**config.mk**
```make
export PLATFORM = sky130hd
export DESIGN_NAME = decode_forward_stage
export DESIGN_NICKNAME = d
export VERILOG_FILES = /design/src/rtl/decode_forward_stage_pkg.sv /design/src/rtl/decode_fwd_mux.sv /design/src/rtl/decode_forward_stage.sv
export SDC_FILE = /design/constraint.sdc
export NUM_CORES = 1
export LEC_CHECK = 0
export CORE_AREA = 3 3 338 340
export DETAILED_ROUTE_END_ITERATION = 8
export DIE_AREA = 0 0 341 343
export SLEW_MARGIN = 20
export SYNTH_ARGS = -nofsm -noshare
export SYNTH_HDL_FRONTEND = slang
export SYNTH_SLANG_ARGS = --single-unit
```
**constraint.sdc**
```tcl
create_clock -name CLK -period 7.6 [get_ports CLK]
set_input_delay 1.14 -clock CLK [delete_from_list [all_inputs] [get_ports CLK]]
set_output_delay 1.14 -clock CLK [all_outputs]
set_load 0.05 [all_outputs]
```
**src/rtl/decode_forward_stage_pkg.sv**
```systemverilog
// Shared Y86 constants, D/E register record and counter helper for the decode/forward stage.
package decode_forward_stage_pkg;

    localparam int DATA_WID = 64;
    localparam int ADDR_WID = 4;

    localparam logic [3:0] I_HALT   = 4'h0;
    localparam logic [3:0] I_NOP    = 4'h1;
    localparam logic [3:0] I_RRMOVQ = 4'h2;
    localparam logic [3:0] I_IRMOVQ = 4'h3;
    localparam logic [3:0] I_RMMOVQ = 4'h4;
    localparam logic [3:0] I_MRMOVQ = 4'h5;
    localparam logic [3:0] I_OPQ    = 4'h6;
    localparam logic [3:0] I_JXX    = 4'h7;
    localparam logic [3:0] I_CALL   = 4'h8;
    localparam logic [3:0] I_RET    = 4'h9;
    localparam logic [3:0] I_PUSHQ  = 4'hA;
    localparam logic [3:0] I_POPQ   = 4'hB;

    localparam logic [ADDR_WID-1:0] RNONE = 4'hF;
    localparam logic [ADDR_WID-1:0] RSP   = 4'h4;

    typedef struct packed {
        logic [3:0]          icode;
        logic [3:0]          ifun;
        logic [DATA_WID-1:0] valC;
        logic [DATA_WID-1:0] valA;
        logic [DATA_WID-1:0] valB;
        logic [ADDR_WID-1:0] dstE;
        logic [ADDR_WID-1:0] dstM;
        logic [ADDR_WID-1:0] srcA;
        logic [ADDR_WID-1:0] srcB;
    } deReg_t;

    function automatic deReg_t nopReg();
        deReg_t r;
        r       = '0;
        r.icode = I_NOP;
        r.dstE  = RNONE;
        r.dstM  = RNONE;
        r.srcA  = RNONE;
        r.srcB  = RNONE;
        return r;
    endfunction

    function automatic logic [31:0] satAdd(input logic [31:0] cnt, input logic [1:0] inc);
        logic [32:0] sum;
        sum = {1'b0, cnt} + {31'b0, inc};
        return sum[32] ? 32'hFFFF_FFFF : sum[31:0];
    endfunction

endpackage

```
**src/rtl/decode_fwd_mux.sv**
```systemverilog
// Priority operand forwarding: valP leg (optional), then E, M(load), M(alu), W(load), W(alu), else regfile.
// Purely combinational, no backpressure; fwdHit flags a value taken from a pipeline forward leg.
module decode_fwd_mux
    import decode_forward_stage_pkg::*;
#(
    parameter int DW       = DATA_WID,
    parameter int AW       = ADDR_WID,
    parameter bit USE_VALP = 1'b0
) (
    input  logic [3:0]    icode,
    input  logic [DW-1:0] valP,
    input  logic [AW-1:0] src,
    input  logic [AW-1:0] eDstE,
    input  logic [DW-1:0] eValE,
    input  logic [AW-1:0] mDstM,
    input  logic [DW-1:0] mValM,
    input  logic [AW-1:0] mDstE,
    input  logic [DW-1:0] mValE,
    input  logic [AW-1:0] wDstM,
    input  logic [DW-1:0] wValM,
    input  logic [AW-1:0] wDstE,
    input  logic [DW-1:0] wValE,
    input  logic [DW-1:0] regVal,
    output logic [DW-1:0] fwdVal,
    output logic          fwdHit
);

    localparam logic [AW-1:0] NONE_ID = {AW{1'b1}};

    logic takeValP;
    assign takeValP = USE_VALP && ((icode == I_CALL) || (icode == I_JXX));

    always_comb begin
        fwdVal = regVal;
        fwdHit = 1'b0;
        if (takeValP) begin
            fwdVal = valP;
        end else if (src != NONE_ID) begin
            // Order matters: the youngest in-flight producer must win.
            if (src == eDstE) begin
                fwdVal = eValE;
                fwdHit = 1'b1;
            end else if (src == mDstM) begin
                fwdVal = mValM;
                fwdHit = 1'b1;
            end else if (src == mDstE) begin
                fwdVal = mValE;
                fwdHit = 1'b1;
            end else if (src == wDstM) begin
                fwdVal = wValM;
                fwdHit = 1'b1;
            end else if (src == wDstE) begin
                fwdVal = wValE;
                fwdHit = 1'b1;
            end
        end
    end

endmodule

```
**src/rtl/decode_forward_stage.sv**
```systemverilog
// Y86 decode + forwarding into the D/E register; 1-cycle latency; E_stall holds, E_bubble injects NOP.
// Define DECODE_FWD_CNT_EN to build the saturating forwarded-operand counter on fwd_cnt.
module decode_forward_stage
    import decode_forward_stage_pkg::*;
(
    input  logic                CLK,
    input  logic                RST,
    input  logic [3:0]          D_icode,
    input  logic [3:0]          D_ifun,
    input  logic [ADDR_WID-1:0] D_rA,
    input  logic [ADDR_WID-1:0] D_rB,
    input  logic [DATA_WID-1:0] D_valC,
    input  logic [DATA_WID-1:0] D_valP,
    output logic [ADDR_WID-1:0] srcA,
    output logic [ADDR_WID-1:0] srcB,
    input  logic [DATA_WID-1:0] valA,
    input  logic [DATA_WID-1:0] valB,
    input  logic [ADDR_WID-1:0] e_dstE,
    input  logic [DATA_WID-1:0] e_valE,
    input  logic [ADDR_WID-1:0] M_dstE,
    input  logic [DATA_WID-1:0] M_valE,
    input  logic [ADDR_WID-1:0] M_dstM,
    input  logic [DATA_WID-1:0] m_valM,
    input  logic [ADDR_WID-1:0] W_dstE,
    input  logic [DATA_WID-1:0] W_valE,
    input  logic [ADDR_WID-1:0] W_dstM,
    input  logic [DATA_WID-1:0] W_valM,
    input  logic                E_stall,
    input  logic                E_bubble,
    output logic [3:0]          E_icode,
    output logic [3:0]          E_ifun,
    output logic [DATA_WID-1:0] E_valC,
    output logic [DATA_WID-1:0] E_valA,
    output logic [DATA_WID-1:0] E_valB,
    output logic [ADDR_WID-1:0] E_dstE,
    output logic [ADDR_WID-1:0] E_dstM,
    output logic [ADDR_WID-1:0] E_srcA,
    output logic [ADDR_WID-1:0] E_srcB,
    output logic                load_use,
    output logic [31:0]         fwd_cnt
);

    logic [ADDR_WID-1:0] dstE;
    logic [ADDR_WID-1:0] dstM;
    logic [DATA_WID-1:0] dValA;
    logic [DATA_WID-1:0] dValB;
    logic                hitA;
    logic                hitB;
    logic                loadEn;
    deReg_t              dNext;
    deReg_t              eReg;

    always_comb begin
        srcA = RNONE;
        srcB = RNONE;
        dstE = RNONE;
        dstM = RNONE;
        case (D_icode)
            I_RRMOVQ, I_RMMOVQ, I_OPQ, I_PUSHQ: srcA = D_rA;
            I_POPQ, I_RET:                      srcA = RSP;
            default:                            ;
        endcase
        case (D_icode)
            I_OPQ, I_RMMOVQ, I_MRMOVQ:          srcB = D_rB;
            I_PUSHQ, I_POPQ, I_CALL, I_RET:     srcB = RSP;
            default:                            ;
        endcase
        case (D_icode)
            I_RRMOVQ, I_IRMOVQ, I_OPQ:          dstE = D_rB;
            I_PUSHQ, I_POPQ, I_CALL, I_RET:     dstE = RSP;
            default:                            ;
        endcase
        case (D_icode)
            I_MRMOVQ, I_POPQ:                   dstM = D_rA;
            default:                            ;
        endcase
    end

    decode_fwd_mux #(
        .DW       (DATA_WID),
        .AW       (ADDR_WID),
        .USE_VALP (1'b1)
    ) u_fwdA (
        .icode  (D_icode),
        .valP   (D_valP),
        .src    (srcA),
        .eDstE  (e_dstE),
        .eValE  (e_valE),
        .mDstM  (M_dstM),
        .mValM  (m_valM),
        .mDstE  (M_dstE),
        .mValE  (M_valE),
        .wDstM  (W_dstM),
        .wValM  (W_valM),
        .wDstE  (W_dstE),
        .wValE  (W_valE),
        .regVal (valA),
        .fwdVal (dValA),
        .fwdHit (hitA)
    );

    decode_fwd_mux #(
        .DW       (DATA_WID),
        .AW       (ADDR_WID),
        .USE_VALP (1'b0)
    ) u_fwdB (
        .icode  (D_icode),
        .valP   (D_valP),
        .src    (srcB),
        .eDstE  (e_dstE),
        .eValE  (e_valE),
        .mDstM  (M_dstM),
        .mValM  (m_valM),
        .mDstE  (M_dstE),
        .mValE  (M_valE),
        .wDstM  (W_dstM),
        .wValM  (W_valM),
        .wDstE  (W_dstE),
        .wValE  (W_valE),
        .regVal (valB),
        .fwdVal (dValB),
        .fwdHit (hitB)
    );

    always_comb begin
        dNext       = '0;
        dNext.icode = D_icode;
        dNext.ifun  = D_ifun;
        dNext.valC  = D_valC;
        dNext.valA  = dValA;
        dNext.valB  = dValB;
        dNext.dstE  = dstE;
        dNext.dstM  = dstM;
        dNext.srcA  = srcA;
        dNext.srcB  = srcB;
    end

    assign loadEn = !E_bubble && !E_stall;

    // Bubble outranks stall so hazard control can squash a held instruction.
    always_ff @(posedge CLK or posedge RST) begin
        if (RST) begin
            eReg <= nopReg();
        end else if (E_bubble) begin
            eReg <= nopReg();
        end else if (!E_stall) begin
            eReg <= dNext;
        end
    end

    assign E_icode = eReg.icode;
    assign E_ifun  = eReg.ifun;
    assign E_valC  = eReg.valC;
    assign E_valA  = eReg.valA;
    assign E_valB  = eReg.valB;
    assign E_dstE  = eReg.dstE;
    assign E_dstM  = eReg.dstM;
    assign E_srcA  = eReg.srcA;
    assign E_srcB  = eReg.srcB;

    assign load_use = ((eReg.icode == I_MRMOVQ) || (eReg.icode == I_POPQ))
                      && (eReg.dstM != RNONE)
                      && ((eReg.dstM == srcA) || (eReg.dstM == srcB));

`ifdef DECODE_FWD_CNT_EN
    logic [31:0] fwdCnt;
    logic [1:0]  hitCnt;

    assign hitCnt = {1'b0, hitA} + {1'b0, hitB};

    always_ff @(posedge CLK or posedge RST) begin
        if (RST) begin
            fwdCnt <= '0;
        end else if (loadEn) begin
            fwdCnt <= satAdd(fwdCnt, hitCnt);
        end
    end

    assign fwd_cnt = fwdCnt;
`else
    logic unusedFwd;
    assign unusedFwd = ^{hitA, hitB, loadEn};
    assign fwd_cnt   = '0;
`endif

endmodule

```
==> Yosys cells after proc, flatten, opt, wreduce, memory -nomap -nowiden <==
Cells that the tools add are included.
{ "word_totals": {"register_bits": 216, "latchBits": 0, "mem_bits_rw": 0, "romBits": 0, "input_bits": 616, "output_inout_bits": 257, "wordCells": 67, "n_memories": 0} }
{ "op_classes": {"add_sub_neg": 0, "multipliers": 0, "div_mod_pow": 0, "magnitude_cmp": 0, "eq_ne": 28, "shift": 0, "n_mux": 19, "bitwise": 0, "reduce_logical": 11} }
{ "ops": {"columns": ["operator", "n"], "rows": [
  ["$mux W64", 13],
  ["$mux W216", 2],
  ["$eq A4 B4 Y1", 12],
  ["$pmux W4 S2", 3],
  ["$eq A4 B3 Y1 const B", 5],
  ["$eq A4 B4 Y1 const B", 5],
  ["$ne A4 B4 Y1 const B", 3],
  ["$eq A4 B2 Y1 const B", 2],
  ["$reduce_or A4 Y1", 2],
  ["$reduce_or A3 Y1", 2],
  ["$mux W4", 1],
  ["$reduce_or A2 Y1", 2],
  ["$logic_or A1 B1 Y1", 3],
  ["$logic_and A1 B1 Y1", 2],
  ["$ne A2 B1 Y1 const B", 1]
]} }

==> Depth between registers and ports, before layout <==
{ "logic_depth": {"depth_word": 13, "depth_mapped": 11} }

==> Modules after synthesis <==
From an unflattened synthesis, not the netlist that was laid out.
{ "hier_totals": {"cells_unflattened": 1993, "area_unflattened_um2": 18426.4} }
{ "modules_own_cells": {"columns": ["mod", "instances", "cells_per_inst", "area_each_um2", "seq_area_each_um2"], "rows": [
  ["decode_forward_stage", 1, 789, 9238.9, 5426.5],
  ["decode_fwd_mux at u_fwdA", 1, 646, 4867.2, 0.0],
  ["decode_fwd_mux at u_fwdB", 1, 558, 4320.4, 0.0]
]} }

==> Worst setup path before layout <==
Ideal clock, no wire load.
{ "synth_timing": {"path_type": "input -> output", "start": "input D_icode[3]", "end": "output load_use", "t_arrival_ns": 3.472, "required_time_ns": 6.460, "slack_ns": 2.988, "path_stages": 7, "cell_sequence": "clkbuf_1 > nor2b_1 > clkbuf_1 > nor2_1 > xnor2_1 > nand4_1 > a21oi_1"} }
{ "synth_between": {"elab_chain_cells": 6, "word_cells_on_any_way": 18, "cone_classes": "10 x eq/ne; 2 x mux; 6 x reduce/logical"} }
{ "synth_lines": {"columns": ["item", "line", "source"], "rows": [
  ["start, declared", "decode_forward_stage.sv:8", "input logic [3:0] D_icode,"],
  ["$eq A4 B4 Y1 or $eq A4 B3 Y1 (tied branches)", "decode_forward_stage.sv:63", "case (D_icode)"],
  ["$reduce_or A4 Y1 or $reduce_or A3 Y1 (tied branches)", "decode_forward_stage.sv:63", null],
  ["$pmux W4 S2 *", "decode_forward_stage.sv:63", null],
  ["net srcB[3]", "decode_forward_stage.sv:15", "output logic [ADDR_WID-1:0] srcB,"],
  ["$eq A4 B4 Y1 *", "decode_forward_stage.sv:163", "&& ((eReg.dstM == srcA) || (eReg.dstM == srcB));"],
  ["$logic_or A1 B1 Y1 *", "decode_forward_stage.sv:163", null],
  ["$logic_and A1 B1 Y1 *", "decode_forward_stage.sv:163", null],
  ["end, declared", "decode_forward_stage.sv:39", "output logic load_use,"]
]} }
Mark *: on every way through the listed nets, which the timed path passes. The rest lies on a longest branch.

==> Final worst setup path <==
{ "layout_timing": {"start": "input D_icode[2]", "end": "output load_use"} }
{ "layout_between": {"elab_chain_cells": 6, "word_cells_on_any_way": 18, "cone_classes": "10 x eq/ne; 2 x mux; 6 x reduce/logical"} }
{ "layout_lines": {"columns": ["item", "line", "source"], "rows": [
  ["$eq A4 B4 Y1, or another cell as far along", "decode_forward_stage.sv:58, decode_forward_stage.sv:63", null],
  ["$reduce_or A4 Y1, or another cell as far along", "decode_forward_stage.sv:58", "case (D_icode)"],
  ["$pmux W4 S2 (on tied branches)", "decode_forward_stage.sv:58, decode_forward_stage.sv:63", null],
  ["$eq A4 B4 Y1", "decode_forward_stage.sv:163", null],
  ["$logic_or A1 B1 Y1 *", "decode_forward_stage.sv:163", null],
  ["$logic_and A1 B1 Y1 *", "decode_forward_stage.sv:163", null]
]} }
Mark *: on every way between the ends. The rest lies on a longest branch, timed or not.

==> impl_metrics.ini <==
[logic_synthesis]
synthCells = 1835
synth_ff_type = dfrtp_1
synth_top_area_cell = dfrtp_1
syn_avg_cell_area_um2 = 9.09
synth_edf_count = 0
synth_cell_types = 65
syn_area_um2 = 16700
synthArstFlopShare_pct = 100
yosys_warnings = 0
ys_ff_latch = 216
ys_seq_area_share_pct = 32.5
netlist.area_leader.share_pct = 29.9
synthTopCellsByArea = dfrtp_1 (30%), nor2b_1 (5.1%), mux2i_1 (4.5%), mux2_2 (4.3%), a222oi_1 (3.8%)

[setup_path]
path_max_fanout = 16
crit_path_end_kind = output port
rr_worst_depth = 2
startpoint = D_icode[2]
crit_type = in -> out
cp.arrival_ns = 4.41
crit_end = load_use
regToRegSetupSlack_ns = 6.36
rr_endpoint = E_valA[37]$_DFFE_PP0P_
required_ns = 6.46
cp-start-kind = input pin
r2r_start = E_valA[37]$_DFFE_PP0P_

[clocking]
post_cts_buffers = 0
root_buffer = clkbuf_16
numCtsBuffers = 29
cts-htree-levels = 1
cts_tree = built
clkLatencyLatePin_ns = 0.62
clk_pin_slew_worst_paths_ns = 0.06
postCtsHoldBufs = 0
clock_path_buffers = 3
ctsResizeCount = 0
clock-sinks = 216

[floorplan]
die_w_um = 341
rows = 123
die-height_um = 343
die_area_um2 = 117000
boundaryPins = 873
start_util_pct = 14.9
core_um2 = 112000

[place]
place_ws_ns = 2.06
gp_congestion = 0.909
io_buffers = 840
placed_area_um2 = 26500
post-place-cells = 4021
dp_hpwl_um = 79700

[cells_and_area]
drive_gt1_share_pct = 10.0
design_area_um2 = 27400
fillCellCount = 12100
fin_cells = 4083
nets = 3168
area_growth_pct = 64.5

[drt]
totalWireLength_um = 110000
ant_nets = 0
wl_per_cell_um = 27.0
dr.pass1.iters = 9
routed_via_density = 4.92
drcViolationCount = 0
vias = 20100
drtIter0Drc = 1890

[sta]
worstMarginPinSlew_ns = 1.11
clock.fmax_mhz = 180
post-route-period-util_pct = 73.0
fin_crit_ns = 5.55
final.setup.worst_slack_ns = 2.05
grt_setup_unrepaired = false
slew_headroom_pct = 25.9
skew_ns = 0
final_max_slew_viol_count = 0
whs_ns = 0.516
setup_tns_ns = 0
hold_violations = 0
setup_viol_count_final = 0

[grt]
gr-usage-all-layers_pct = 17.6
grt_max_degree = 117
grt_antenna_before_repair = 25
grt_pass1_wl_um = 152000
grt_pass1_vias = 20600
met2_usage_pct = 28.8
grt_util_met1_pct = 22.3
top_usage_layer = met2
use_met3_pct = 4.37
overflow = 0

[outcome]
status = completed

[power_and_ir_drop]
leakage_nw = 9.92
p_per_area_nw_per_um2 = 175
peakVddDrop_mv = 0.177

[hold_path]
holdPathStages = 2
hp-class = reg -> reg

[job]
maxCapViolCount = 0
==> Yosys cell counts, drive strengths merged (2+ instances only) <==
master   instances
o2111ai         64
a222oi          64
nand3            3
nand2b          77
nand2           84
or3              7
o31ai            8
o22a             4
xnor2            5
clkbuf         127
o311ai          64
inv             20
dfrtp          199
o41ai            2
a31oi           67
nor2b          135
a221oi          14
a2bb2oi          4
mux2            65
a21o            64
xor2             5
o21ba           64
nor4             2
o221ai          68
o21ai            5
a211oi          68
or2              2
a211o            8
mux2i           75
and2             2
nor3            14
nand3b           4
nor2           156
nand4            5
buf             99
o22ai           77
dfstp           17
o32ai           66
a21oi            8
==> state kept, by name, summed over array words and instances (netlist names) <==
signal	count
E_dstM	4
E_valA	64
E_srcB	4
E_srcA	4
E_dstE	4
E_valC	64
E_valB	64
E_icode	4
E_ifun	4
==> metrics by stage <==
stage | power [mW] | utilization, %
floorplan | 2.46 | -
global placement | 3.39 | 23.7
detailed placement | 3.40 | 23.7
CTS | 4.83 | 24.5
global route | 4.99 | 24.5
finish | 4.80 | 24.5
==> area by class of cell <==
cell class	count	area, µm²	area share (%)
antenna	12	30.0	0.109
clock buffer	42	835	3.04
clock inverter	8	87.6	0.319
inverter	21	86.3	0.315
multi-input combinational	1403	10300	37.6
sequential	216	5430	19.8
tap	1500	1880	6.84
timing repair buffer	881	8780	32.0
==> worst max-delay path, cell delays in order <==
cell             delay (ns)
clkdlybuf4s50_1        0.79
nor2_1                 0.21
o41ai_2                0.88
xor2_1                 0.21
nand4_1                0.11
a21oi_1                0.22
clkdlybuf4s50_1        0.84
==> logic make-up (layout without fill, tap and decap cells) <==
| group | after synthesis | in the layout | synth area share [%] |
|---|---|---|---|
| buffers and inverters | 247 | 952 | 7.08 |
| other | 1 | 44 | 0.0225 |
| AND/OR/NAND/NOR | 494 | 494 | 14.9 |
| XOR/XNOR | 10 | 10 | 0.525 |
| AO/OA/AOI/OAI | 727 | 727 | 36.0 |
| flip-flops | 216 | 216 | 32.5 |
| multiplexers | 140 | 140 | 8.89 |
==> how the worst min path moves through the flow <==
stage	endpoint	start	slack, ns
finish	E_valC[39]$_DFFE_PP0P_	E_valC[39]$_DFFE_PP0P_	0.52
detailed placement	E_valC[60]$_DFFE_PP0P_	E_valC[60]$_DFFE_PP0P_	0.51
floorplan	E_dstE[2]$_DFFE_PP1P_	E_dstE[2]$_DFFE_PP1P_	0.65
global placement	E_valC[56]$_DFFE_PP0P_	E_valC[56]$_DFFE_PP0P_	0.50
global route	E_valC[1]$_DFFE_PP0P_	E_valC[1]$_DFFE_PP0P_	0.54
CTS	E_valC[60]$_DFFE_PP0P_	E_valC[60]$_DFFE_PP0P_	0.52
==> power by group <==
group	internal [mW]	switching [mW]
sequential	1.27	0.0820
clock	0.792	0.617
combinational	0.814	1.23
total	2.88	1.93
==> layer usage <==
metal,vias to the layer above,wire (µm)
met5,-,46
met3,248,10700
met4,8,3930
met1,9819,44700
li1,8674,-
met2,1359,50800
==> placed cells by master (no fill, tap or decap), types with 7 or more instances in the layout <==
| master | synthesis | routed |
|---|---|---|
| mux2_2 | 64 | 64 |
| o32ai_1 | 66 | 66 |
| a211oi_1 | 66 | 66 |
| o2111ai_1 | 64 | 64 |
| a21o_1 | 64 | 64 |
| mux2i_1 | 75 | 75 |
| clkbuf_1 | 125 | 7 |
| diode_2 | 0 | 12 |
| a31oi_1 | 67 | 67 |
| nand2_1 | 83 | 82 |
| nor2_1 | 156 | 154 |
| a211o_1 | 8 | 7 |
| o311ai_1 | 63 | 63 |
| dfstp_2 | 17 | 17 |
| nor2b_1 | 135 | 134 |
| nor3_1 | 12 | 10 |
| inv_1 | 20 | 19 |
| a222oi_1 | 64 | 64 |
| nand2b_1 | 77 | 76 |
| clkbuf_16 | 0 | 29 |
| o221ai_1 | 68 | 68 |
| buf_4 | 50 | 36 |
| dfrtp_1 | 199 | 199 |
| o22ai_1 | 77 | 77 |
| conb_1 | 1 | 32 |
| o21ba_2 | 64 | 64 |
| clkdlybuf4s50_1 | 0 | 838 |
| a221oi_1 | 14 | 14 |
No activity file was read; power rests on OpenSTA's default activity.
